File: config.mk
export PLATFORM = sky130hd
export DESIGN_NAME = mem_arbiter
export DESIGN_NICKNAME = d
export VERILOG_FILES = /design/src/rtl/mem_arbiter.sv
export SDC_FILE = /design/constraint.sdc
export NUM_CORES = 1
export LEC_CHECK = 0
export BUFFER_PORTS_ARGS = -buffer_cell sky130_fd_sc_hd__buf_2
export CAP_MARGIN = 10
export CORE_AREA = 10 10 97 99
export CTS_BUF_LIST = sky130_fd_sc_hd__clkbuf_16
export DETAILED_ROUTE_END_ITERATION = 7
export DIE_AREA = 0 0 107 109
export GPL_TIMING_DRIVEN = 0
export PLACE_DENSITY = 0.71
export SKIP_LAST_GASP = 1
export SYNTH_ARGS = -nofsm -noshare
export SYNTH_HDL_FRONTEND = slang
export SYNTH_SLANG_ARGS = --single-unit
File: constraint.sdc
create_clock -name clk -period 2.9 [get_ports clk]
set_clock_uncertainty 0.2 [all_clocks]
set_input_delay 0.58 -clock clk [delete_from_list [all_inputs] [get_ports clk]]
set_output_delay 0.58 -clock clk [all_outputs]
set_load 0.01 [all_outputs]
File: src/rtl/mem_arbiter.sv
// Single-port block RAM arbiter between the core memory interface and a
// debug/program-loader port. Round-robin on contention, a debug lock that
// holds the core off for multi-access sequences, and one-cycle read return.
//
// state  | meaning
// ARB    | round-robin arbitration between core and debug
// LOCKED | debug owns the RAM; core grants suppressed until d_lock drops
module mem_arbiter #(
   parameter int ADDR_W = 14,
   parameter int CNT_W  = 16
) (
   input  logic              clk,
   input  logic              reset_n,
   input  logic              c_req,
   input  logic              c_we,
   input  logic [ADDR_W-1:0] c_addr,
   input  logic [31:0]       c_wdata,
   input  logic [3:0]        c_wmask,
   output logic              c_gnt,
   output logic              c_rvalid,
   output logic [31:0]       c_rdata,
   input  logic              d_req,
   input  logic              d_we,
   input  logic [ADDR_W-1:0] d_addr,
   input  logic [31:0]       d_wdata,
   input  logic [3:0]        d_wmask,
   input  logic              d_lock,
   output logic              d_gnt,
   output logic              d_rvalid,
   output logic [31:0]       d_rdata,
   output logic              ram_en,
   output logic [3:0]        ram_we,
   output logic [ADDR_W-3:0] ram_addr,
   output logic [31:0]       ram_wdata,
   input  logic [31:0]       ram_rdata,
   output logic [CNT_W-1:0]  conflicts
);

   typedef enum logic {ARB, LOCKED} state_t;

   state_t            state, state_nxt;
   logic              last_owner;
   logic              rd_pend;
   logic              rd_tag;
   logic              gnt_we;
   logic [CNT_W-1:0]  cnt;

   // byte offset bits are not used for word addressing
   logic              unused_addr_bits;
   assign unused_addr_bits = ^{c_addr[1:0], d_addr[1:0]};

   // grant decision and next state; grants held low while reset is asserted
   always_comb begin
      c_gnt     = 1'b0;
      d_gnt     = 1'b0;
      state_nxt = state;
      if (reset_n) begin
         if (state == LOCKED) begin
            d_gnt = d_req;
            if (!d_lock) state_nxt = ARB;
         end else begin
            if (c_req && d_req) begin
               if (last_owner) c_gnt = 1'b1;
               else            d_gnt = 1'b1;
            end else begin
               c_gnt = c_req;
               d_gnt = d_req;
            end
            if (d_gnt && d_lock) state_nxt = LOCKED;
         end
      end
   end

   // RAM port drive from whichever requester won this cycle
   always_comb begin
      ram_en    = 1'b0;
      ram_we    = 4'h0;
      ram_addr  = '0;
      ram_wdata = 32'h0;
      gnt_we    = 1'b0;
      if (c_gnt) begin
         ram_en    = 1'b1;
         ram_addr  = c_addr[ADDR_W-1:2];
         ram_wdata = c_wdata;
         gnt_we    = c_we;
         ram_we    = c_we ? c_wmask : 4'h0;
      end else if (d_gnt) begin
         ram_en    = 1'b1;
         ram_addr  = d_addr[ADDR_W-1:2];
         ram_wdata = d_wdata;
         gnt_we    = d_we;
         ram_we    = d_we ? d_wmask : 4'h0;
      end
   end

   // FSM state and round-robin history
   always_ff @(posedge clk or negedge reset_n) begin
      if (!reset_n) begin
         state      <= ARB;
         last_owner <= 1'b1;
      end else begin
         state <= state_nxt;
         if (c_gnt)      last_owner <= 1'b0;
         else if (d_gnt) last_owner <= 1'b1;
      end
   end

   // pending read tracking; the RAM output lands one cycle after the grant
   always_ff @(posedge clk or negedge reset_n) begin
      if (!reset_n) begin
         rd_pend <= 1'b0;
         rd_tag  <= 1'b0;
      end else begin
         rd_pend <= (c_gnt || d_gnt) && !gnt_we;
         if (c_gnt || d_gnt) rd_tag <= d_gnt;
      end
   end

   // saturating count of cycles where both ports asked for the RAM
   always_ff @(posedge clk or negedge reset_n) begin
      if (!reset_n) begin
         cnt <= '0;
      end else if (c_req && d_req && (cnt != {CNT_W{1'b1}})) begin
         cnt <= cnt + 1'b1;
      end
   end

   assign c_rvalid  = rd_pend && !rd_tag;
   assign d_rvalid  = rd_pend && rd_tag;
   assign c_rdata   = ram_rdata;
   assign d_rdata   = ram_rdata;
   assign conflicts = cnt;

endmodule

## Word-level counts from Yosys, hierarchy flattened

Index checks and enable logic that the tools add are counted.

- Output and inout bits: 133
- Word-level logic and storage cells: 44
- Input bits: 139
- Register bits after elaboration: 20

- Mux-type cells: 27
- Eq/ne operators: 1
- Add/subtract/negate cells: 1
- Reduce and logical (&&, ||, !) cells: 10

Operators by type and width:

| operator | count |
|---|---|
| $mux 32 | 2 |
| $mux 12 | 2 |
| $mux 1 | 19 |
| $add 16x1->16 const B | 1 |
| $mux 4 | 4 |
| $ne 16x16->1 const B | 1 |
| $logic_and 1x1->1 | 6 |
| $logic_not 1->1 | 2 |
| $reduce_bool 2->1 | 1 |
| $logic_or 1x1->1 | 1 |

## Longest topological paths before layout

Gate-level depths: netlist of the first run.

- Depth in word-level cells: 10
- Gate-level depth with buffers: 5
- Depth with buffers taken out: 5

## Worst setup path before layout of the first run

OpenSTA, ideal clock, no wires.

- Kind: in2out
- Start: in c_req
- End: out ram_addr[10]
- Cell stages on the path: 4
- Buffers on the path: 1
- Required time: 2.120 ns
- Data arrival time: 1.569 ns
- Path slack: 0.551 ns
- Cells stage by stage: nor2b_1 -> a21oi_1 -> clkbuf_1 -> a22o_1

- Word-level cells in the longest chain between the ends: 8
- Elaborated cells on any way between the ends: 11
- Those cells by class: mux: 10; reduce/logical: 1

RTL lines:

| item | RTL line | source |
|---|---|---|
| start, declared | 14 | `input logic c_req,` |
| $logic_and 1x1->1 | 62 | `if (c_req && d_req) begin` |
| $mux 1 | 62 |  |
| $mux 1 | 58 | `if (state == LOCKED) begin` |
| $mux 1 | 57 | `if (reset_n) begin` |
| $mux 1 | 58 |  |
| $mux 1 | 57 |  |
| via d_gnt | 28 | `output logic d_gnt,` |
| $mux 12 | 87 | `end else if (d_gnt) begin` |
| $mux 12 | 81 | `if (c_gnt) begin` |
| end, declared | 33 | `output logic [ADDR_W-3:0] ram_addr,` |

The timed path passes the listed nets, and every way through them passes these cells. The select of a mux whose other input is x is not followed.

## Worst setup path after layout of the first run

- Start: reg last_owner
- End: out ram_addr[2]

- Word-level cells in the longest chain between the ends: 8
- Elaborated cells on any way between the ends: 12
- Those cells by class: mux: 12

RTL lines:

| item | RTL line | source |
|---|---|---|
| start, declared | 42 | `logic last_owner;` |
| start signal, assigned | 100 | `last_owner <= 1'b1;` |
| start signal, assigned | 103 | `if (c_gnt) last_owner <= 1'b0;` |
| start signal, assigned | 104 | `else if (d_gnt) last_owner <= 1'b1;` |
| $mux 1 | 63 | `if (last_owner) c_gnt = 1'b1;` |
| $mux 1 | 62 |  |
| $mux 1 | 58 |  |
| $mux 1 | 57 |  |
| $mux 1 | 58 |  |
| $mux 1 | 57 |  |
| $mux 12 | 87 |  |
| $mux 12 (*) | 81 |  |

Mark *: on every way between the ends. The rest lies on a longest branch, timed or not. The select of a mux whose other input is x is not followed.

==> metrics.log, run 1 <==
[metrics] worst setup path category: reg2out
[metrics] CTS sink count: 20
[metrics] Die Footprint: 11700 µm²
[metrics] placed cell count: 559
[metrics] count leader, synth: sky130_fd_sc_hd__buf_4
[metrics] CTS Buffer Depth: 2
[metrics] worst r2r src: conflicts[11]
[metrics] Power Dens Cells: 390 nW/µm²
[metrics] post-DR wirelength/cell: 19.4 µm
[metrics] data arrival at the endpoint of the critical path: 1.86 ns
[metrics] yosys synthesis warning count: 0
[metrics] RSZ-0062 raised after global routing: no
[metrics] number of H-tree branching levels: 1
[metrics] number of buffers added for setup after CTS: 0
[metrics] largest fanout on the critical path: 10
[metrics] number of nets in the layout: 603
[metrics] Lkg Pwr: 0.00206 µW
[metrics] Final min period: 2.64 ns
[metrics] setup slack, reg-to-reg: 1.00 ns
[metrics] global-route wire length before repair: 15300 µm
[metrics] DRC violations left: 0
[metrics] register area share after synthesis: 25.3%
[metrics] layout filler cell count: 750
[metrics] Cell variety after synth: 40
[metrics] Detailed Route Iter0 Violations: 69
[metrics] proportion of netlist area held by the largest area contributor: 24.2%
[metrics] chip width: 107 µm
[metrics] IO Port Bufs: 235
[metrics] Netlist Area Pre-Place: 1980 µm²
[metrics] die height: 109 µm
[metrics] synth-to-layout area growth: 71.5%
[metrics] clock latency of the later-clocked register in the worst-skew pair: 0.25 ns
[metrics] total power draw: 1320 µW
[metrics] Yosys top cell by area: sky130_fd_sc_hd__buf_4
[metrics] count of antenna-violating nets left after detailed routing: 0
[metrics] Synth async-reset ratio: 100%
[metrics] non-filler instance count after layout: 565
[metrics] Syn Inst Count: 222
[metrics] CP max stage cell: sky130_fd_sc_hd__dfstp_2
[metrics] placer congestion estimate: 0.859
[metrics] FMAX: 379 MHz
[metrics] flip-flop and latch count after synthesis: 20
[metrics] CP Launch Type: flip-flop
[metrics] Congestion Overflow GR: 0
[metrics] Reg area: 502 µm²
[metrics] via density per instance: 4.49
[metrics] core area: 7530 µm²
[metrics] largest incremental delay on the critical path: 0.56 ns
[metrics] type of element capturing the critical path: output pin
[metrics] Initial Util: 26.3%
[metrics] fraction of layout instances using a drive strength above 1: 70.1%
[metrics] average instance area after synthesis: 8.93 µm²
[metrics] leading register cell type out of synthesis: sky130_fd_sc_hd__dfrtp_1
[metrics] final number of hold-violating endpoints: 0
[metrics] via count: 2535
[metrics] maximum number of pins on one net before global-route repair: 25
[metrics] number of rows created at floorplan: 32
[metrics] hpwl dp: 9890 µm
[metrics] top cells by area in the synthesized netlist: sky130_fd_sc_hd__buf_4 (24%), sky130_fd_sc_hd__dfrtp_1 (24%), sky130_fd_sc_hd__a22o_1 (19%)
[metrics] relative slew slack: 43.1%
[metrics] # IOs: 272
[metrics] WL final: 10900 µm
[metrics] largest voltage drop on the vdd net: 201 µV
[metrics] Pre-Repair DR Iteration Count: 4
[metrics] clock transition at the registers of the reported paths: 0.06 ns
[metrics] final cycle utilization of the critical path: 91.0%
[metrics] vias in the first global route: 2652
[metrics] aggregate global-route resource usage: 16.6%
[metrics] most frequent CP cell: sky130_fd_sc_hd__buf_2
[metrics] critical-path cell list: inv_1 > a21oi_1 > buf_2 > buf_2 > a22o_1 > buf_2
[metrics] Post-synth EDFFs: 0
[metrics] area occupied by multi-input gates: 946 µm²
[metrics] worst min-delay path category: in2async
[metrics] status: complete, no violations
[metrics] endpoints failing setup: 0
[metrics] max-cap violation count: 0
[metrics] Data required, critical path: 2.12 ns
[metrics] R2R depth: 4
[metrics] cell types with the highest counts after synthesis: sky130_fd_sc_hd__buf_4 (64), sky130_fd_sc_hd__a22o_1 (44), sky130_fd_sc_hd__dfrtp_1 (19), sky130_fd_sc_hd__nand3_1 (9), sky130_fd_sc_hd__nand2_1 (8)
[metrics] worst slew pin tran: 0.850 ns
[metrics] net count of the mapped netlist: 362
[metrics] initial antenna violation count: 2
[metrics] clock tree from TritonCTS: done
[metrics] Crit Reg-Reg Endpoint: conflicts[1]
[metrics] total CTS buffers: 3
[metrics] CTS Root Buffer Type: sky130_fd_sc_hd__clkbuf_16
[metrics] fin. max-slew vios: 0
==> worst max-delay path: cells and delay by family (launching register included) <==
family / cells / cell delay [ns]
compound gates: 2 / 0.34
buf+inv: 4 / 0.70
flops: 1 / 0.56
==> registers in the layout, indices dropped and copies added, names as in the netlist <==
| name | flops |
|---|---|
| last_owner | 1 |
| state | 1 |
| rd_pend | 1 |
| conflicts | 16 |
| rd_tag | 1 |
==> where the power goes <==
| part | total, µW | leakage, µW | internal [µW] | switching, µW |
|---|---|---|---|---|
| Sequential | 422 | 0.000253 | 339 | 83.3 |
| Clock | 282 | 0.0000385 | 183 | 98.8 |
| Combinational | 621 | 0.00177 | 320 | 301 |
| Total | 1320 | 0.00206 | 842 | 483 |
==> cell usage in the layout (no fill, tap or decap), drive strengths merged, types with 2 or more instances in the layout <==
master	n
dfrtp	19
inv	5
a21oi	6
and2	2
nor3	2
nor4	4
nand2	8
xor2	5
mux2	3
o21ai	2
buf	304
a32o	4
nand2b	2
xnor2	6
nand3	9
nor2b	2
nor2	5
clkbuf	8
nand4	6
a22o	44
and3	2
==> cells by family (layout without fill, tap and decap cells) <==
family          count (synthesis)  in the layout  synth area share, %
flops                          20             20                 25.3
mux                             4              4                 2.40
xor+xnor                       11             11                 4.86
simple gates                   47             47                 14.4
other cells                     0              1                    0
fa+ha+maj                       1              1                0.631
compound gates                 60             60                 25.3
buf+inv                        79            319                 27.1
==> how the worst max path moves through the flow <==
| stage | startpoint | end | slack [ns] | cells after the start |
|---|---|---|---|---|
| detailed placement | reset_n | ram_we[1] | -0.45 | 6 |
| finish | last_owner | ram_addr[2] | 0.26 | 6 |
| CTS | reset_n | ram_wdata[6] | 0.02 | 6 |
| global route | last_owner | ram_addr[2] | 0.14 | 6 |
| global placement | reset_n | ram_we[1] | -0.41 | 6 |
| floorplan | c_req | ram_addr[10] | 0.55 | 4 |
==> timing repair <==
| item | CTS | global route |
|---|---|---|
| resized for setup | 9 | 5 |
| endpoints found under the hold margin | 0 | 19 |
| endpoints found under the setup margin | 50 | 37 |
| gates cloned | 0 | 0 |
| hold buffers | 0 | 1 |
==> cell type report <==
class	instances	area share, %
antenna	1	0.0736
buffer	74	15.6
clock buffer	3	2.21
clock inverter	1	0.110
inverter	5	0.552
multi-input combinational	123	27.8
sequential	20	14.8
tap	102	3.76
timing repair buffer	236	35.1
==> per-stage QoR <==
stage | setup slack, ns | util (%) | instance area [µm²] | TNS [ns] | hold WS (ns)
6_report | 0.261 | 45.1 | 3400 | 0 | 0.0755
5_1_grt | 0.143 | 45.1 | 3400 | 0 | 0.0728
4_1_cts | 0.0188 | 44.9 | 3380 | 0 | 0.0205
3_5_place_dp | -0.453 | 43.7 | 3290 | -17.47 | 0.287
3_3_place_gp | -0.405 | 43.7 | 3290 | -15.34 | 0.281
2_1_floorplan | 0.551 | - | 1980 | 0 | 0.0844
==> per-layer routing <==
metal  GRT usage (%)  share of wire [%]
met5               0               0.12
met2            31.1                 54
met3            7.55                 11
met1            16.3                 33
met4            3.77                1.3
Power figures use the tool's default switching activity.
==> inputs of run 2 (changes only) <==
Settings changed: CAP_MARGIN 10 to 20, CELL_PAD_IN_SITES_DETAIL_PLACEMENT from default to 1, CELL_PAD_IN_SITES_GLOBAL_PLACEMENT from default to 1, CORE_AREA 10 10 97 99 to default, CORE_MARGIN from default to 10, CORE_UTILIZATION from default to 21, DIE_AREA 0 0 107 109 to default, PLACE_DENSITY 0.71 to default, PLACE_DENSITY_LB_ADDON from default to 0.1.
==> run 2 against run 1 <==
Sequential power hardly changed. Total power is 7.1% higher. Largest cell class unchanged. Fmax is 0.80% higher. Critical path depth stayed put. Cell area is 1.0% higher. Register-to-register slack hardly changed. Routed wire length is 6.6% higher. Flip-flop and latch count stayed put. Non-clock buffer count stayed put. First-iteration DRC count is 2.9% lower. Sequential share of layout area is 0.15 points lower.
==> metrics.log, run 2 (synthesis gave the netlist of run 1 again) <==
[metrics] most frequent CP cell: sky130_fd_sc_hd__buf_2
[metrics] max-cap violation count: 0 (unchanged)
[metrics] initial antenna violation count: 0 (-2)
[metrics] Power Dens Cells: 413 nW/µm² (+6.0%)
[metrics] Inserted Diodes: 0 (-1)
[metrics] clock tree from TritonCTS: done
[metrics] Worst Hold Margin: 0.0712 ns (-0.00431 ns)
[metrics] status: complete, no violations
[metrics] Lkg Pwr: 0.00207 µW (+0.61%)
[metrics] WL final: 11700 µm (+6.6%)
[metrics] global-route wire length before repair: 15900 µm (+4.3%)
[metrics] TNS Setup: 0 ns (unchanged)
[metrics] largest incremental delay on the critical path: 0.30 ns (-0.26 ns)
[metrics] type of element capturing the critical path: output pin
[metrics] maximum number of pins on one net before global-route repair: 25 (unchanged)
[metrics] fin. max-slew vios: 0 (unchanged)
[metrics] Congestion Overflow GR: 0 (unchanged)
[metrics] placer congestion estimate: 0.817 (-4.9%)
[metrics] fraction of layout instances using a drive strength above 1: 70.3% (+0.22 points)
[metrics] placed cell areas: 3300 µm² (+0.34%)
[metrics] IO Port Bufs: 235 (unchanged)
[metrics] CTS sink count: 20 (unchanged)
[metrics] relative slew slack: 41.2% (-1.9 points)
[metrics] clock transition at the registers of the reported paths: 0.05 ns (about the same)
[metrics] RSZ-0062 raised after global routing: no
[metrics] CP max stage cell: sky130_fd_sc_hd__clkbuf_2
[metrics] critical-path cell list: buf_2 > nor2b_1 > a21oi_2 > clkbuf_2 > a32o_1 > buf_2
[metrics] Die Footprint: 13700 µm² (+18%)
[metrics] chip width: 117 µm (+9.5%)
[metrics] # IOs: 272 (unchanged)
[metrics] top library cells by usage in the layout, fill and taps aside: sky130_fd_sc_hd__buf_2 (239), sky130_fd_sc_hd__buf_4 (64), sky130_fd_sc_hd__a22o_1 (44)
[metrics] via count: 2520 (-0.59%)
[metrics] worst slew pin tran: 0.879 ns (+0.0291 ns)
[metrics] non-filler instance count after layout: 573 (+1.4%)
[metrics] number of nets in the layout: 603 (unchanged)
[metrics] FMAX: 382 MHz (+0.80%)
[metrics] CP delay by family, top: buffers and inverters
[metrics] synth-to-layout area growth: 73.2%
[metrics] number of flip-flops in the largest register: 16 (unchanged)
[metrics] count of antenna-violating nets left after detailed routing: 0 (unchanged)
[metrics] CTS Buffer Depth: 2 (unchanged)
[metrics] Detailed Route Iter0 Violations: 67 (-2.9%)
[metrics] Initial Util: 21.6% (-4.8 points)
[metrics] number of rows created at floorplan: 35 (+9.4%)
[metrics] largest voltage drop on the vdd net: 205 µV (+2.0%)
[metrics] critical path depth in cells: 6 (unchanged)
[metrics] leading cell type in the layout, fill and taps excluded: sky130_fd_sc_hd__buf_2
[metrics] number of H-tree branching levels: 1 (unchanged)
[metrics] CP Launch Type: primary input
[metrics] number of buffers added for setup after CTS: 0 (unchanged)
[metrics] Pre-Repair DR Iteration Count: 4 (unchanged)
[metrics] via density per instance: 4.40 (-2.0%)
[metrics] die height: 117 µm (+7.5%)
[metrics] worst min-delay path category: in2async
[metrics] R2R depth: 4 (unchanged)
[metrics] layout filler cell count: 1163 (+55%)
[metrics] Final min period: 2.62 ns (-0.0209 ns)
[metrics] placed cell count: 568 (+1.6%)
[metrics] total CTS buffers: 3 (unchanged)
[metrics] data arrival at the endpoint of the critical path: 1.84 ns (-0.02 ns)
[metrics] total buffers and inverters traversed by the critical path: 3 (-1)
[metrics] endpoints failing setup: 0 (unchanged)
[metrics] hpwl dp: 10500 µm (+6.2%)
[metrics] DRC violations left: 0 (unchanged)
[metrics] total power draw: 1420 µW (+7.1%)
[metrics] aggregate global-route resource usage: 15.1% (-1.4 points)
[metrics] final cycle utilization of the critical path: 90.3% (-0.72 points)
[metrics] CTS Root Buffer Type: sky130_fd_sc_hd__clkbuf_16
[metrics] final number of hold-violating endpoints: 0 (unchanged)
[metrics] vias in the first global route: 2759 (+4.0%)
[metrics] worst setup path category: in2out
[metrics] largest fanout on the critical path: 10 (unchanged)
[metrics] Data required, critical path: 2.12 ns (about the same)
[metrics] cell area after layout: 3430 µm² (+1.0%)
[metrics] core area: 9200 µm² (+22%)
[metrics] post-DR wirelength/cell: 20.4 µm (+5.2%)
[metrics] clock latency of the later-clocked register in the worst-skew pair: 0.25 ns (about the same)
## run 2: path summary, 6_finish.rpt
check                              start             to  slack (ns)
hold reg to reg            conflicts[10]  conflicts[10]        0.29
hold / removal                   reset_n     last_owner        0.07
setup / recovery                   c_req      ram_we[0]        0.28
min in group clk           conflicts[10]  conflicts[10]        0.29
setup reg to reg           conflicts[11]   conflicts[1]        1.01
max in group asynchronous        reset_n  conflicts[12]        1.15
## run 2: per-layer routing
metal	share of wire, %	global-route usage, %	routed length [µm]
met5	0	0	0
met4	1.1	3.05	124
met3	11	6.17	1270
met2	53	27.1	6240
met1	35	16.3	4040
## run 2: power breakdown
group / leakage [µW] / internal [µW] / switching [µW]
sequential: 0.000253 / 339 / 81.1
combinational: 0.00177 / 321 / 302
clock: 0.0000511 / 274 / 103
## run 2: timing repair
item / CTS / global route
hold buffers: 0 / 1
setup endpoints to repair: 49 / 41
hold endpoints to repair: 0 / 19
gates resized for setup: 8 / 7
## run 2: per-stage QoR
stage	worst slack [ns]	util [%]
after floorplan	0.551	-
after global placement	-0.382	35.9
after detailed placement	-0.455	35.9
after CTS	0.00354	37.1
after global routing	0.145	37.3
final	0.282	37.3
## run 2: layout make-up
cell class | count | area, µm² | area share, %
Multi-Input combinational cell | 123 | 946 | 27.6
Sequential cell | 20 | 502 | 14.6
Inverter | 5 | 18.8 | 0.547
Tap cell | 111 | 139 | 4.05
Timing Repair Buffer | 236 | 1190 | 34.7
Clock inverter | 1 | 30.0 | 0.875
Buffer | 74 | 531 | 15.5
Clock buffer | 3 | 75.1 | 2.19
==> inputs of run 3 (changes only) <==
Clock period 2.9 ns to 3.3 ns, I/O delays scaled along.
==> run 3 against run 2 <==
Hold slack improved by 0.028 ns. Clock power fell by 12%. Register-to-register slack improved by 0.40 ns. Sequential power fell by 12%. Critical endpoint is now ram_wdata[9]. Largest power group unchanged. First-iteration DRC count rose by 1.5%. Cell area fell by 0.58%. Flip-flop and latch count did not move.
==> metrics.log, run 3 (synthesis gave the netlist of run 1 again) <==
[metrics] clock tree from TritonCTS: done
[metrics] via count: 2514 (-0.24%)
[metrics] maximum number of pins on one net before global-route repair: 25 (unchanged)
[metrics] worst min-delay path category: in2async
[metrics] worst setup path category: in2out
[metrics] max-cap violation count: 0 (unchanged)
[metrics] CP delay by family, top: buffers and inverters
[metrics] critical-path cell list: buf_4 > nand3b_1 > a21oi_1 > buf_2 > buf_1 > a22o_1 > buf_2
[metrics] R2R depth: 4 (unchanged)
[metrics] Detailed Route Iter0 Violations: 68 (+1.5%)
[metrics] number of buffers added for setup after CTS: 0 (unchanged)
[metrics] data arrival at the endpoint of the critical path: 2.24 ns (+0.40 ns)
[metrics] routed metal-1 wirelength: 4040 µm (about the same)
[metrics] Lkg Pwr: 0.00205 µW (-1.2%)
[metrics] largest voltage drop on the vdd net: 180 µV (-12%)
[metrics] total CTS buffers: 3 (unchanged)
[metrics] setup slack, reg-to-reg: 1.41 ns (+0.40 ns)
[metrics] clock latency of the later-clocked register in the worst-skew pair: 0.25 ns (about the same)
[metrics] Inserted Diodes: 0 (unchanged)
[metrics] CP Launch Type: primary input
[metrics] largest incremental delay on the critical path: 0.40 ns (+0.10 ns)
[metrics] Data required, critical path: 2.44 ns (+0.32 ns)
[metrics] IO Port Bufs: 235 (unchanged)
[metrics] final number of hold-violating endpoints: 0 (unchanged)
[metrics] leading cell type in the layout, fill and taps excluded: sky130_fd_sc_hd__buf_2
[metrics] Power Dens Cells: 364 nW/µm² (-12%)
[metrics] DRC violations left: 0 (unchanged)
[metrics] Worst Hold Margin: 0.0987 ns (+0.0275 ns)
[metrics] Final min period: 3.10 ns
[metrics] number of nets in the layout: 602 (-0.17%)
[metrics] synth-to-layout area growth: 72.2%
[metrics] CTS Root Buffer Type: sky130_fd_sc_hd__clkbuf_16
[metrics] fraction of layout instances using a drive strength above 1: 69.4% (-0.93 points)
[metrics] number of flip-flops in the largest register: 16 (unchanged)
[metrics] Die Footprint: 13700 µm² (unchanged)
[metrics] total buffers and inverters traversed by the critical path: 4 (+1)
[metrics] number of rows created at floorplan: 35 (unchanged)
[metrics] # IOs: 272 (unchanged)
[metrics] top library cells by usage in the layout, fill and taps aside: sky130_fd_sc_hd__buf_2 (235), sky130_fd_sc_hd__buf_4 (65), sky130_fd_sc_hd__a22o_1 (44)
[metrics] count of antenna-violating nets left after detailed routing: 0 (unchanged)
[metrics] FMAX: 323 MHz
[metrics] endpoints failing setup: 0 (unchanged)
[metrics] post-DR wirelength/cell: 20.3 µm (-0.16%)
[metrics] aggregate global-route resource usage: 15.1% (about the same)
[metrics] Congestion Overflow GR: 0 (unchanged)
[metrics] via density per instance: 4.40 (about the same)
[metrics] fin. max-slew vios: 0 (unchanged)
[metrics] met2 WL: 6200 µm (-0.67%)
[metrics] global-route wire length before repair: 16000 µm (about the same)
[metrics] Initial Util: 21.6% (unchanged)
[metrics] setup ws final: 0.202 ns (-0.0802 ns)
[metrics] number of H-tree branching levels: 1 (unchanged)
[metrics] minimum setup slack after placement: -0.215 ns (+0.240 ns)
[metrics] final cycle utilization of the critical path: 93.9%
[metrics] Pre-Repair DR Iteration Count: 4 (unchanged)
[metrics] Highest Signal Layer: met4
[metrics] vias in the first global route: 2761 (+0.072%)
[metrics] chip width: 117 µm (unchanged)
[metrics] hpwl dp: 10500 µm (unchanged)
[metrics] most frequent CP cell: sky130_fd_sc_hd__buf_2
[metrics] CTS Buffer Depth: 2 (unchanged)
[metrics] largest fanout on the critical path: 24 (+14)
[metrics] core area: 9200 µm² (unchanged)
[metrics] clock transition at the registers of the reported paths: 0.06 ns (about the same)
[metrics] WL final: 11600 µm (-0.33%)
[metrics] relative slew slack: 68.6% (+27 points)
[metrics] type of element capturing the critical path: output pin
[metrics] placer congestion estimate: 0.817 (unchanged)
[metrics] wire length on met3: 1270 µm (unchanged)
[metrics] CTS sink count: 20 (unchanged)
[metrics] worst r2r src: conflicts[11]
[metrics] Crit Reg-Reg Endpoint: conflicts[1]
[metrics] status: complete, no violations
[metrics] initial antenna violation count: 0 (unchanged)
[metrics] worst slew pin tran: 0.466 ns (-0.413 ns)
[metrics] CP max stage cell: sky130_fd_sc_hd__buf_1
[metrics] die height: 117 µm (unchanged)
-- run 3: worst reg2reg max path: stages (launching register included) --
cell and delay [ns]:
sky130_fd_sc_hd__dfrtp_1 0.46, sky130_fd_sc_hd__nand4_2 0.17, sky130_fd_sc_hd__nor4_4 0.50, sky130_fd_sc_hd__a21oi_2 0.14
sky130_fd_sc_hd__mux2_4 0.31
-- run 3: worst max path at each step --
stage | startpoint | to | slack, ns | depth (start not counted)
6_report | reset_n | ram_wdata[9] | 0.20 | 7
5_1_grt | reset_n | ram_addr[1] | -0.0002 | 7
4_1_cts | reset_n | ram_we[0] | 0.003 | 6
3_5_place_dp | reset_n | ram_we[0] | -0.22 | 6
3_3_place_gp | reset_n | ram_we[0] | -0.14 | 6
2_1_floorplan | c_req | ram_addr[10] | 0.79 | 4
-- run 3: layout make-up --
type / instances / area (µm²)
clock buffers: 3 / 75.1
inverters: 5 / 18.8
flip-flops and latches: 20 / 502
multi-input cells: 123 / 946
repair buffers: 235 / 1180
well taps: 111 / 139
fillers: 1161 / 5780
plain buffers: 74 / 524
clock inverters: 1 / 30.0
-- run 3: what timing repair did --
item,CTS,global route
setup endpoints to repair,47,47
hold buffers,0,0
gates cloned,0,0
resized for setup,1,7
-- run 3: routing by layer --
layer | up-vias | global-route usage [%]
met5 | - | 0
met4 | 0 | 3.05
met3 | 6 | 6.17
met2 | 133 | 27.1
met1 | 1146 | 16.3
li1 | 1229 | -
-- run 3: power by group --
group          internal (µW)  switching [µW]  total, µW  leakage (µW)
combinational            279             265        544       0.00174
clock                    240            90.2        331     0.0000511
sequential               298            71.4        369      0.000253
-- run 3: per-stage QoR --
step	power (µW)	util (%)	std cells	setup TNS [ns]	area [µm²]
after floorplan	655	-	222	0	1980
after global placement	921	35.9	568	-2.83	3300
after detailed placement	930	35.9	568	-4.84	3300
after CTS	1280	37.0	572	0	3400
after global routing	1330	37.1	572	-0.000169	3410
final	1240	37.1	572	0	3410
